File: config.mk
export PLATFORM = sky130hd
export DESIGN_NAME = spi_master_apb
export DESIGN_NICKNAME = d
export VERILOG_FILES = /design/src/rtl/spi_master_pkg.sv /design/src/rtl/spi_fifo.sv /design/src/rtl/spi_master_apb.sv
export SDC_FILE = /design/constraint.sdc
export NUM_CORES = 1
export LEC_CHECK = 0
export ABC_CLOCK_PERIOD_IN_PS = 8800
export CAP_MARGIN = 20
export CORE_AREA = 2 2 182 184
export DETAILED_ROUTE_END_ITERATION = 7
export DIE_AREA = 0 0 184 186
export PLACE_DENSITY = 0.82
export SYNTH_ARGS = -nofsm -noshare
export SYNTH_HDL_FRONTEND = slang
export SYNTH_SLANG_ARGS = --single-unit
File: constraint.sdc
create_clock -name pclk -period 8.8 [get_ports pclk]
set_input_delay 1.76 -clock pclk [delete_from_list [all_inputs] [get_ports pclk]]
set_output_delay 1.76 -clock pclk [all_outputs]
set_load 0.01 [all_outputs]
File: src/rtl/spi_master_pkg.sv
// spi_master_pkg: shared definitions for the APB SPI master.
//   - register offsets (paddr[7:0])
//   - SR / CR / CR1 bit positions and writable masks
//   - transfer engine state enum
//   - byte-strobe to bit-mask helper
package spi_master_pkg;

    localparam logic [7:0] OFF_DATA      = 8'h00;
    localparam logic [7:0] OFF_SR        = 8'h04;
    localparam logic [7:0] OFF_CR        = 8'h08;
    localparam logic [7:0] OFF_CS        = 8'h0C;
    localparam logic [7:0] OFF_FIFO_CTRL = 8'h10;
    localparam logic [7:0] OFF_FIFO_STAT = 8'h14;
    localparam logic [7:0] OFF_CR1       = 8'h18;

    localparam int SR_BUSY     = 0;
    localparam int SR_TX_EMPTY = 1;
    localparam int SR_TX_FULL  = 2;
    localparam int SR_RX_NE    = 3;
    localparam int SR_RX_FULL  = 4;
    localparam int SR_DONE     = 5;
    localparam int SR_RX_OVR   = 6;

    localparam int CR_EN         = 0;
    localparam int CR_CPOL       = 1;
    localparam int CR_CPHA       = 2;
    localparam int CR_IE_TXE     = 8;
    localparam int CR_IE_RXNE    = 9;
    localparam int CR_IE_DONE    = 10;
    localparam int CR_DMA_TX_EN  = 11;
    localparam int CR_DMA_RX_EN  = 12;
    localparam int CR_CLKDIV_LSB = 16;

    // Only these CR bits hold state; the rest read back as 0.
    localparam logic [31:0] CR_MASK = 32'hFFFF_1F07;

    localparam int          CR1_LSB_FIRST = 6;
    localparam logic [6:0]  CR1_RESET     = 7'h20;

    typedef enum logic [1:0] {
        ST_IDLE,
        ST_LOAD,
        ST_SHIFT,
        ST_DONE
    } spi_state_e;

    function automatic logic [31:0] strb_mask(input logic [3:0] strb);
        return {{8{strb[3]}}, {8{strb[2]}}, {8{strb[1]}}, {8{strb[0]}}};
    endfunction

endpackage

File: src/rtl/spi_fifo.sv
// spi_fifo: synchronous first-word-fall-through FIFO.
//   clk, rst      : clock, async active-high reset
//   push/din      : write (ignored when full unless popping in the same cycle)
//   pop/dout      : read; dout always shows the head entry
//   flush         : empties the FIFO in one cycle, wins over push
//   full, empty, level
module spi_fifo #(
    parameter int WIDTH = 32,
    parameter int DEPTH = 4
) (
    input  logic                     clk,
    input  logic                     rst,
    input  logic                     push,
    input  logic                     pop,
    input  logic                     flush,
    input  logic [WIDTH-1:0]         din,
    output logic [WIDTH-1:0]         dout,
    output logic                     full,
    output logic                     empty,
    output logic [$clog2(DEPTH):0]   level
);
    localparam int AW = $clog2(DEPTH);

    logic [WIDTH-1:0] mem_q [DEPTH];
    logic [AW:0]      wp_q, wp_d, rp_q, rp_d;
    logic             do_push, do_pop;

    assign level = wp_q - rp_q;
    assign full  = (level == (AW+1)'(DEPTH));
    assign empty = (level == '0);
    assign dout  = mem_q[rp_q[AW-1:0]];

    always_comb begin
        do_pop  = pop & ~empty;
        do_push = push & (~full | do_pop) & ~flush;
        wp_d    = wp_q;
        rp_d    = rp_q;
        if (flush) begin
            wp_d = '0;
            rp_d = '0;
        end else begin
            if (do_push) wp_d = wp_q + 1'b1;
            if (do_pop)  rp_d = rp_q + 1'b1;
        end
    end

    always_ff @(posedge clk or posedge rst) begin
        if (rst) begin
            wp_q <= '0;
            rp_q <= '0;
        end else begin
            wp_q <= wp_d;
            rp_q <= rp_d;
        end
    end

    always_ff @(posedge clk) begin
        if (do_push) mem_q[wp_q[AW-1:0]] <= din;
    end

endmodule

File: src/rtl/spi_master_apb.sv
// spi_master_apb: APB slave SPI master with TX/RX word FIFOs.
//   APB   : pclk, presetn (active-high async reset), paddr, psel, penable,
//           pwrite, pwdata, pstrb, pprot (ignored), pready, prdata, pslverr
//   SPI   : spi_sclk, spi_mosi, spi_miso, spi_cs_n
//   Misc  : intr (registered level), dma_tx_req/ack, dma_rx_req/ack
//
// state  | meaning
// IDLE   | waiting for EN and TX data; SCLK parked at CPOL, MOSI low
// LOAD   | pop TX word into shifter, present first bit when CPHA=0
// SHIFT  | toggle SCLK every CLKDIV+1 cycles for 2*WL edges
// DONE   | push received word, flag DONE/RX_OVR, chain to next word
module spi_master_apb
    import spi_master_pkg::*;
#(
    parameter int ADDR_WIDTH = 32,
    parameter int DATA_WIDTH = 32,
    parameter int FIFO_DEPTH = 4
) (
    input  logic                  pclk,
    input  logic                  presetn,
    input  logic [ADDR_WIDTH-1:0] paddr,
    input  logic                  psel,
    input  logic                  penable,
    input  logic                  pwrite,
    input  logic [DATA_WIDTH-1:0] pwdata,
    input  logic [3:0]            pstrb,
    input  logic [2:0]            pprot,
    output logic                  pready,
    output logic [DATA_WIDTH-1:0] prdata,
    output logic                  pslverr,
    output logic                  spi_sclk,
    output logic                  spi_mosi,
    input  logic                  spi_miso,
    output logic                  spi_cs_n,
    output logic                  intr,
    output logic                  dma_tx_req,
    output logic                  dma_rx_req,
    input  logic                  dma_tx_ack,
    input  logic                  dma_rx_ack
);
    localparam int DW = DATA_WIDTH;
    localparam int IW = $clog2(DW);
    localparam int LW = $clog2(FIFO_DEPTH) + 1;

    logic unused_ok;
    assign unused_ok = ^{pprot, paddr[ADDR_WIDTH-1:8]};

    logic [7:0]    off;
    logic          access, wr_en, rd_en, mapped;
    logic [31:0]   cr_q, cr_d;
    logic          cs_q, cs_d;
    logic [6:0]    cr1_q, cr1_d;
    logic          done_q, done_d, rx_ovr_q, rx_ovr_d, intr_q, intr_d;
    logic          tx_ack_q, rx_ack_q;
    logic [DW-1:0] rdata;

    logic          tx_push, tx_pop, tx_flush, tx_full, tx_empty;
    logic          rx_push, rx_pop, rx_flush, rx_full, rx_empty;
    logic [DW-1:0] tx_dout, rx_dout, rx_word;
    logic [LW-1:0] tx_level, rx_level;

    spi_state_e    state_q;
    logic          sclk_q, mosi_q;
    logic [DW-1:0] sh_q, rx_q;
    logic [15:0]   div_q;
    logic [IW:0]   edge_q;

    logic          en, cpol, cpha, lsb, busy, sample_edge;
    logic [15:0]   clkdiv;
    logic [IW-1:0] wl_m1;

    assign off    = paddr[7:0];
    assign access = psel & penable;
    assign wr_en  = access & pwrite;
    assign rd_en  = access & ~pwrite;
    assign mapped = (off == OFF_DATA) || (off == OFF_SR) || (off == OFF_CR) ||
                    (off == OFF_CS) || (off == OFF_FIFO_CTRL) ||
                    (off == OFF_FIFO_STAT) || (off == OFF_CR1);

    assign en     = cr_q[CR_EN];
    assign cpol   = cr_q[CR_CPOL];
    assign cpha   = cr_q[CR_CPHA];
    assign clkdiv = cr_q[31:CR_CLKDIV_LSB];
    assign lsb    = cr1_q[CR1_LSB_FIRST];
    assign busy   = (state_q != ST_IDLE);
    // Field values of 0 or anything >= DW select the full word width.
    assign wl_m1  = (cr1_q[5:0] == 6'd0 || cr1_q[5:0] >= 6'(DW)) ?
                    IW'(DW - 1) : IW'(cr1_q[5:0] - 6'd1);
    // Sampling happens on the leading edge (SCLK leaving CPOL) unless CPHA.
    assign sample_edge = (sclk_q == cpol) ^ cpha;
    // LSB-first words accumulate from the top; right-align them on push.
    assign rx_word = lsb ? (rx_q >> (~wl_m1)) : rx_q;

    assign tx_push  = wr_en & (off == OFF_DATA) & ~tx_full;
    assign tx_pop   = (state_q == ST_LOAD);
    assign tx_flush = wr_en & (off == OFF_FIFO_CTRL) & pwdata[0];
    assign rx_push  = (state_q == ST_DONE) & ~rx_full;
    assign rx_pop   = rd_en & (off == OFF_DATA);
    assign rx_flush = wr_en & (off == OFF_FIFO_CTRL) & pwdata[1];

    spi_fifo #(.WIDTH(DW), .DEPTH(FIFO_DEPTH)) u_tx_fifo (
        .clk(pclk), .rst(presetn), .push(tx_push), .pop(tx_pop), .flush(tx_flush),
        .din(pwdata), .dout(tx_dout), .full(tx_full), .empty(tx_empty), .level(tx_level)
    );

    spi_fifo #(.WIDTH(DW), .DEPTH(FIFO_DEPTH)) u_rx_fifo (
        .clk(pclk), .rst(presetn), .push(rx_push), .pop(rx_pop), .flush(rx_flush),
        .din(rx_word), .dout(rx_dout), .full(rx_full), .empty(rx_empty), .level(rx_level)
    );

    assign pready     = 1'b1;
    assign pslverr    = access & (~mapped | (pwrite & (off == OFF_DATA) & tx_full));
    assign prdata     = rd_en ? rdata : '0;
    assign spi_sclk   = sclk_q;
    assign spi_mosi   = mosi_q;
    assign spi_cs_n   = ~cs_q;
    assign intr       = intr_q;
    assign dma_tx_req = cr_q[CR_DMA_TX_EN] & ~tx_full & ~tx_ack_q;
    assign dma_rx_req = cr_q[CR_DMA_RX_EN] & ~rx_empty & ~rx_ack_q;

    always_comb begin
        rdata = '0;
        case (off)
            OFF_DATA:      rdata = rx_empty ? '0 : rx_dout;
            OFF_SR: begin
                rdata[SR_BUSY]     = busy;
                rdata[SR_TX_EMPTY] = tx_empty;
                rdata[SR_TX_FULL]  = tx_full;
                rdata[SR_RX_NE]    = ~rx_empty;
                rdata[SR_RX_FULL]  = rx_full;
                rdata[SR_DONE]     = done_q;
                rdata[SR_RX_OVR]   = rx_ovr_q;
            end
            OFF_CR:        rdata = cr_q;
            OFF_CS:        rdata[0] = cs_q;
            OFF_FIFO_STAT: rdata[15:0] = {8'(rx_level), 8'(tx_level)};
            OFF_CR1:       rdata[6:0] = cr1_q;
            default:       rdata = '0;
        endcase
    end

    always_comb begin
        cr_d     = cr_q;
        cs_d     = cs_q;
        cr1_d    = cr1_q;
        done_d   = done_q;
        rx_ovr_d = rx_ovr_q;
        if (wr_en) begin
            if (off == OFF_CR)
                cr_d = (cr_q & ~strb_mask(pstrb)) | (pwdata & strb_mask(pstrb) & CR_MASK);
            if (off == OFF_CS && pstrb[0])  cs_d  = pwdata[0];
            if (off == OFF_CR1 && pstrb[0]) cr1_d = pwdata[6:0];
            if (off == OFF_SR && pstrb[0]) begin
                if (pwdata[SR_DONE])   done_d   = 1'b0;
                if (pwdata[SR_RX_OVR]) rx_ovr_d = 1'b0;
            end
        end
        // Hardware set wins over a same-cycle software clear.
        if (state_q == ST_DONE) begin
            if (tx_empty) done_d   = 1'b1;
            if (rx_full)  rx_ovr_d = 1'b1;
        end
        intr_d = (cr_q[CR_IE_TXE] & tx_empty & ~busy) |
                 (cr_q[CR_IE_RXNE] & ~rx_empty) |
                 (cr_q[CR_IE_DONE] & done_q);
    end

    always_ff @(posedge pclk or posedge presetn) begin
        if (presetn) begin
            cr_q     <= '0;
            cs_q     <= 1'b0;
            cr1_q    <= CR1_RESET;
            done_q   <= 1'b0;
            rx_ovr_q <= 1'b0;
            intr_q   <= 1'b0;
            tx_ack_q <= 1'b0;
            rx_ack_q <= 1'b0;
        end else begin
            cr_q     <= cr_d;
            cs_q     <= cs_d;
            cr1_q    <= cr1_d;
            done_q   <= done_d;
            rx_ovr_q <= rx_ovr_d;
            intr_q   <= intr_d;
            tx_ack_q <= dma_tx_ack;
            rx_ack_q <= dma_rx_ack;
        end
    end

    always_ff @(posedge pclk or posedge presetn) begin
        if (presetn) begin
            state_q <= ST_IDLE;
            sclk_q  <= 1'b0;
            mosi_q  <= 1'b0;
            sh_q    <= '0;
            rx_q    <= '0;
            div_q   <= '0;
            edge_q  <= '0;
        end else begin
            case (state_q)
                ST_IDLE: begin
                    sclk_q <= cpol;
                    mosi_q <= 1'b0;
                    if (en && !tx_empty) state_q <= ST_LOAD;
                end
                ST_LOAD: begin
                    sclk_q <= cpol;
                    div_q  <= clkdiv;
                    edge_q <= {wl_m1, 1'b1};
                    rx_q   <= '0;
                    if (!cpha) begin
                        mosi_q <= lsb ? tx_dout[0] : tx_dout[wl_m1];
                        sh_q   <= lsb ? (tx_dout >> 1) : (tx_dout << 1);
                    end else begin
                        mosi_q <= 1'b0;
                        sh_q   <= tx_dout;
                    end
                    state_q <= ST_SHIFT;
                end
                ST_SHIFT: begin
                    if (div_q == '0) begin
                        div_q  <= clkdiv;
                        sclk_q <= ~sclk_q;
                        if (sample_edge)
                            rx_q <= lsb ? {spi_miso, rx_q[DW-1:1]} : {rx_q[DW-2:0], spi_miso};
                        else if (edge_q != '0) begin
                            // The final edge never launches: no bits are left.
                            mosi_q <= lsb ? sh_q[0] : sh_q[wl_m1];
                            sh_q   <= lsb ? (sh_q >> 1) : (sh_q << 1);
                        end
                        if (edge_q == '0) state_q <= ST_DONE;
                        else              edge_q  <= edge_q - 1'b1;
                    end else begin
                        div_q <= div_q - 1'b1;
                    end
                end
                ST_DONE: begin
                    sclk_q  <= cpol;
                    mosi_q  <= 1'b0;
                    state_q <= (en && !tx_empty) ? ST_LOAD : ST_IDLE;
                end
                default: state_q <= ST_IDLE;
            endcase
        end
    end

endmodule

==> impl_metrics.py <==
metrics = {
    "timing": {
        "fin_crit_sh": 0.761,
        "slew_headroom": 0.275,
        "period_needed_ps": 6690,
        "fmax_mhz": 149,
        "worst_pin_slew_ps": 1070,
        "drv_slew": 0,
        "rsz0062_at_grt": "no",
        "skew_ps": 14.8,
        "fin_tns_setup_ps": 0,
        "hold_viol": 0,
        "setup-violations-final": 0,
    },
    "worst_setup_path": {
        "critPathKind": "primary input to primary output",
        "arrival_ps": 4930,
        "crit_path_start_kind": "primary input",
        "required_ps": 7040,
        "reg2reg_depth": 10,
        "crit_path_end_kind": "primary output",
        "path_max_fanout": 16,
    },
    "finish": {
        "seqCellArea_um2": 11400,
        "multi_input_area_um2": 8660,
        "final_core_util": 0.720,
        "nets": 1774,
        "area_growth_pct": 12.2,
        "n_fill_cell": 2066,
        "drive_above_1_share": 0.153,
        "fin_area_um2": 23200,
    },
    "logic_synthesis": {
        "synth_top_family_by_area": "multiplexers",
        "synth_ff_type": "edfxtp_1",
        "synth_xor_area_frac": 0.00594,
        "ys_warn_count": 0,
        "synthArstFlopShare": 0.365,
        "synth_seq_cells": 403,
        "synth.distinct_cells": 76,
        "synth_simple_gate_area_frac": 0.0932,
        "synth_fa_ha_area_frac": 0.0159,
        "netlist_area_um2": 20700,
        "synth-edff-count": 256,
        "synth_fp_nets": 1726,
        "synth_compound_area_frac": 0.107,
        "synth.area.top_cells": "edfxtp_1, dfrtp_1, mux4_2, mux2i_1, nand2_1",
        "yosysSeqAreaShare": 0.550,
        "yosysTopAreaCell": "edfxtp_1",
        "synthMuxAreaShare": 0.196,
        "synth_top_area_share": 0.372,
        "postSynthAreaPerCell_um2": 12.7,
        "synth_cells": 1622,
    },
    "route": {
        "drt_wl_total_mm": 53.8,
        "via_count": 14300,
        "viasPerCell": 6.77,
        "drc": 0,
        "routedWlPerCell_um": 25.5,
        "drtPass1Iterations": 6,
        "antenna_left": 0,
        "drt_iter0_markers": 1852,
    },
    "clock_tree": {
        "cts_sinks": 403,
        "clock_latency_ps": 540,
        "cts_setup_buffers": 0,
        "numCtsBuffers": 41,
        "cts_tree": "done",
        "cts.repair.resized": 0,
        "root_buffer": "clkbuf_16",
        "clkTransAtPathRegs_ps": 60,
        "clock_path_buffers": 3,
        "h-tree-depth": 2,
        "cts.hold.buffers_added": 0,
    },
    "global_routing": {
        "grt_start_max_net_pins": 99,
        "grt_pass1_vias": 13900,
        "grt_antenna_before_repair": 2,
        "grtUsageTotal": 0.317,
        "overflow": 0,
        "grt_pass1_wl_mm": 81.7,
    },
    "die": {
        "core-area_um2": 32200,
        "io-pin-count": 119,
        "die_area_um2": 34200,
        "die_y_um": 186,
        "start_util": 0.641,
        "row_count": 66,
        "fp.dieW_um": 184,
    },
    "flow_run": {
        "maxCapViolCount": 0,
    },
    "power_and_ir_drop": {
        "p_leak_nw": 8.25,
        "power_density_nw_per_um2": 257,
        "vdd_ir_drop_max_uv": 219,
        "power_mw": 5.95,
    },
    "placement": {
        "portBuffers": 90,
        "post_dp_cell_area_um2": 21800,
        "dpl.hpwl_mm": 34.7,
        "gp_congestion": 0.945,
    },
    "worst_hold_path": {
        "hp-class": "flip-flop to flip-flop",
        "whs_path_depth": 1,
    },
    "outcome": {
        "status": "finished, final reports clean",
    },
}
power by group:
part / total [mW] / internal [mW] / switching, mW
logic: 1.80 / 0.669 / 1.13
clock network: 1.76 / 1.03 / 0.727
registers: 2.39 / 2.24 / 0.158
total: 5.95 / 3.94 / 2.01
through the flow:
stage / setup slack [ps] / instances / hold slack (ps)
after floorplan: 3090 / 1622 / 449
after global placement: 2200 / 2032 / 469
after detailed placement: 2160 / 2032 / 471
after CTS: 2160 / 2107 / 492
after global routing: 1920 / 2110 / 501
final: 2110 / 2113 / 493
flip-flops by register name (all words and copies together), names as in the netlist, named ones only:
register / count
cr1_q: 7
cr_q: 8
cs_q: 1
div_q: 16
done_q: 1
edge_q: 6
intr: 1
rx_ack_q: 1
rx_ovr_q: 1
rx_q: 32
sh_q: 32
spi_mosi: 1
spi_sclk: 1
state_q: 2
tx_ack_q: 1
u_rx_fifo.mem_q: 128
u_rx_fifo.rp_q: 3
u_rx_fifo.wp_q: 3
u_tx_fifo.mem_q: 128
u_tx_fifo.rp_q: 3
u_tx_fifo.wp_q: 3
synth_stat cells (6+ instances only):
library cell    n
a21oi_1        83
a222oi_1       11
a22o_1         31
a22oi_1        12
a31oi_1         8
and2_1         20
and3_1         12
buf_1           9
buf_2          30
buf_4          12
clkbuf_1       61
dfrtp_1       146
edfxtp_1      256
ha_1           23
inv_1          26
mux2_2         35
mux2i_1       117
mux4_2        108
nand2_1       213
nand3_1        32
nor2_1         93
nor2b_1         9
nor3_1         18
o21ai_0        67
o21ai_1        37
o2bb2ai_1       9
o31ai_1        38
xnor2_1         6
xor2_1          8
worst max-delay path, stage by stage:
cell	delay, ps
clkdlybuf4s50_1	400
nor3_1	330
nand2b_1	220
nor4_2	430
and2_1	630
a222oi_1	190
a21oi_1	350
clkdlybuf4s50_1	610
cell type report:
type | count | share of cell area
Antenna cell | 3 | 0.000324
Clock buffer | 56 | 0.0494
Clock inverter | 19 | 0.00885
Inverter | 29 | 0.00491
Multi-Input combinational cell | 1075 | 0.374
Sequential cell | 403 | 0.491
Tap cell | 408 | 0.0220
Timing Repair Buffer | 120 | 0.0500
per-layer routing:
metal	vias up	global-route usage	share of wire
met4	0	0.118	0.037
met5	-	0	0
met3	121	0.0681	0.095
li1	6289	-	-
met1	7112	0.417	0.38
met2	782	0.526	0.49
worst paths after layout:
path / startpoint / end / slack [ps]
worst max-delay path: paddr[5] / prdata[4] / 2110
worst min-delay path: cr_q[4] / cr_q[4] / 490
worst max register to register: u_rx_fifo.rp_q[0] / u_rx_fifo.mem_q[3][19] / 4940
worst min register to register: cr_q[4] / cr_q[4] / 490
max in group asynchronous: presetn / asynchronous set/reset pin / 5980
min in group asynchronous: presetn / sh_q[4] / 1680
cells by family after synthesis:
logic type / Yosys count
AO/OA/AOI/OAI: 342
XOR/XNOR: 14
adder cells (fa/ha/maj): 25
buffers and inverters: 144
flip-flops: 403
multiplexers: 262
other: 1
AND/OR/NAND/NOR: 431
placed cells by master (no fill, tap or decap), types with 5 or more instances in the layout:
cell             synthesis  routed
a211oi_1                 5       5
a21oi_1                 83      82
a221o_1                  5       5
a222oi_1                11      11
a22o_1                  31      31
a22oi_1                 12      12
a31oi_1                  8       8
and2_1                  20      19
and3_1                  12      12
buf_4                   12      28
clkbuf_1                61      11
clkbuf_16                0      43
clkdlybuf4s50_1          0      90
clkinv_1                 1       5
clkinv_2                 0       9
dfrtp_1                146     141
edfxtp_1               256     256
ha_1                    23      23
inv_1                   26      25
mux2_2                  35      35
mux2i_1                117     117
mux4_2                 108     108
nand2_1                213     213
nand2b_1                 5       5
nand3_1                 32      32
nor2_1                  93      93
nor2b_1                  9       8
nor3_1                  18      18
nor4_1                   5       5
o21ai_0                 67      67
o21ai_1                 37      37
o22ai_1                  5       5
o2bb2ai_1                9       9
o31ai_1                 38      38
xnor2_1                  6       6
xor2_1                   8       8
Note: power is estimated with default switching activity, not from simulation.
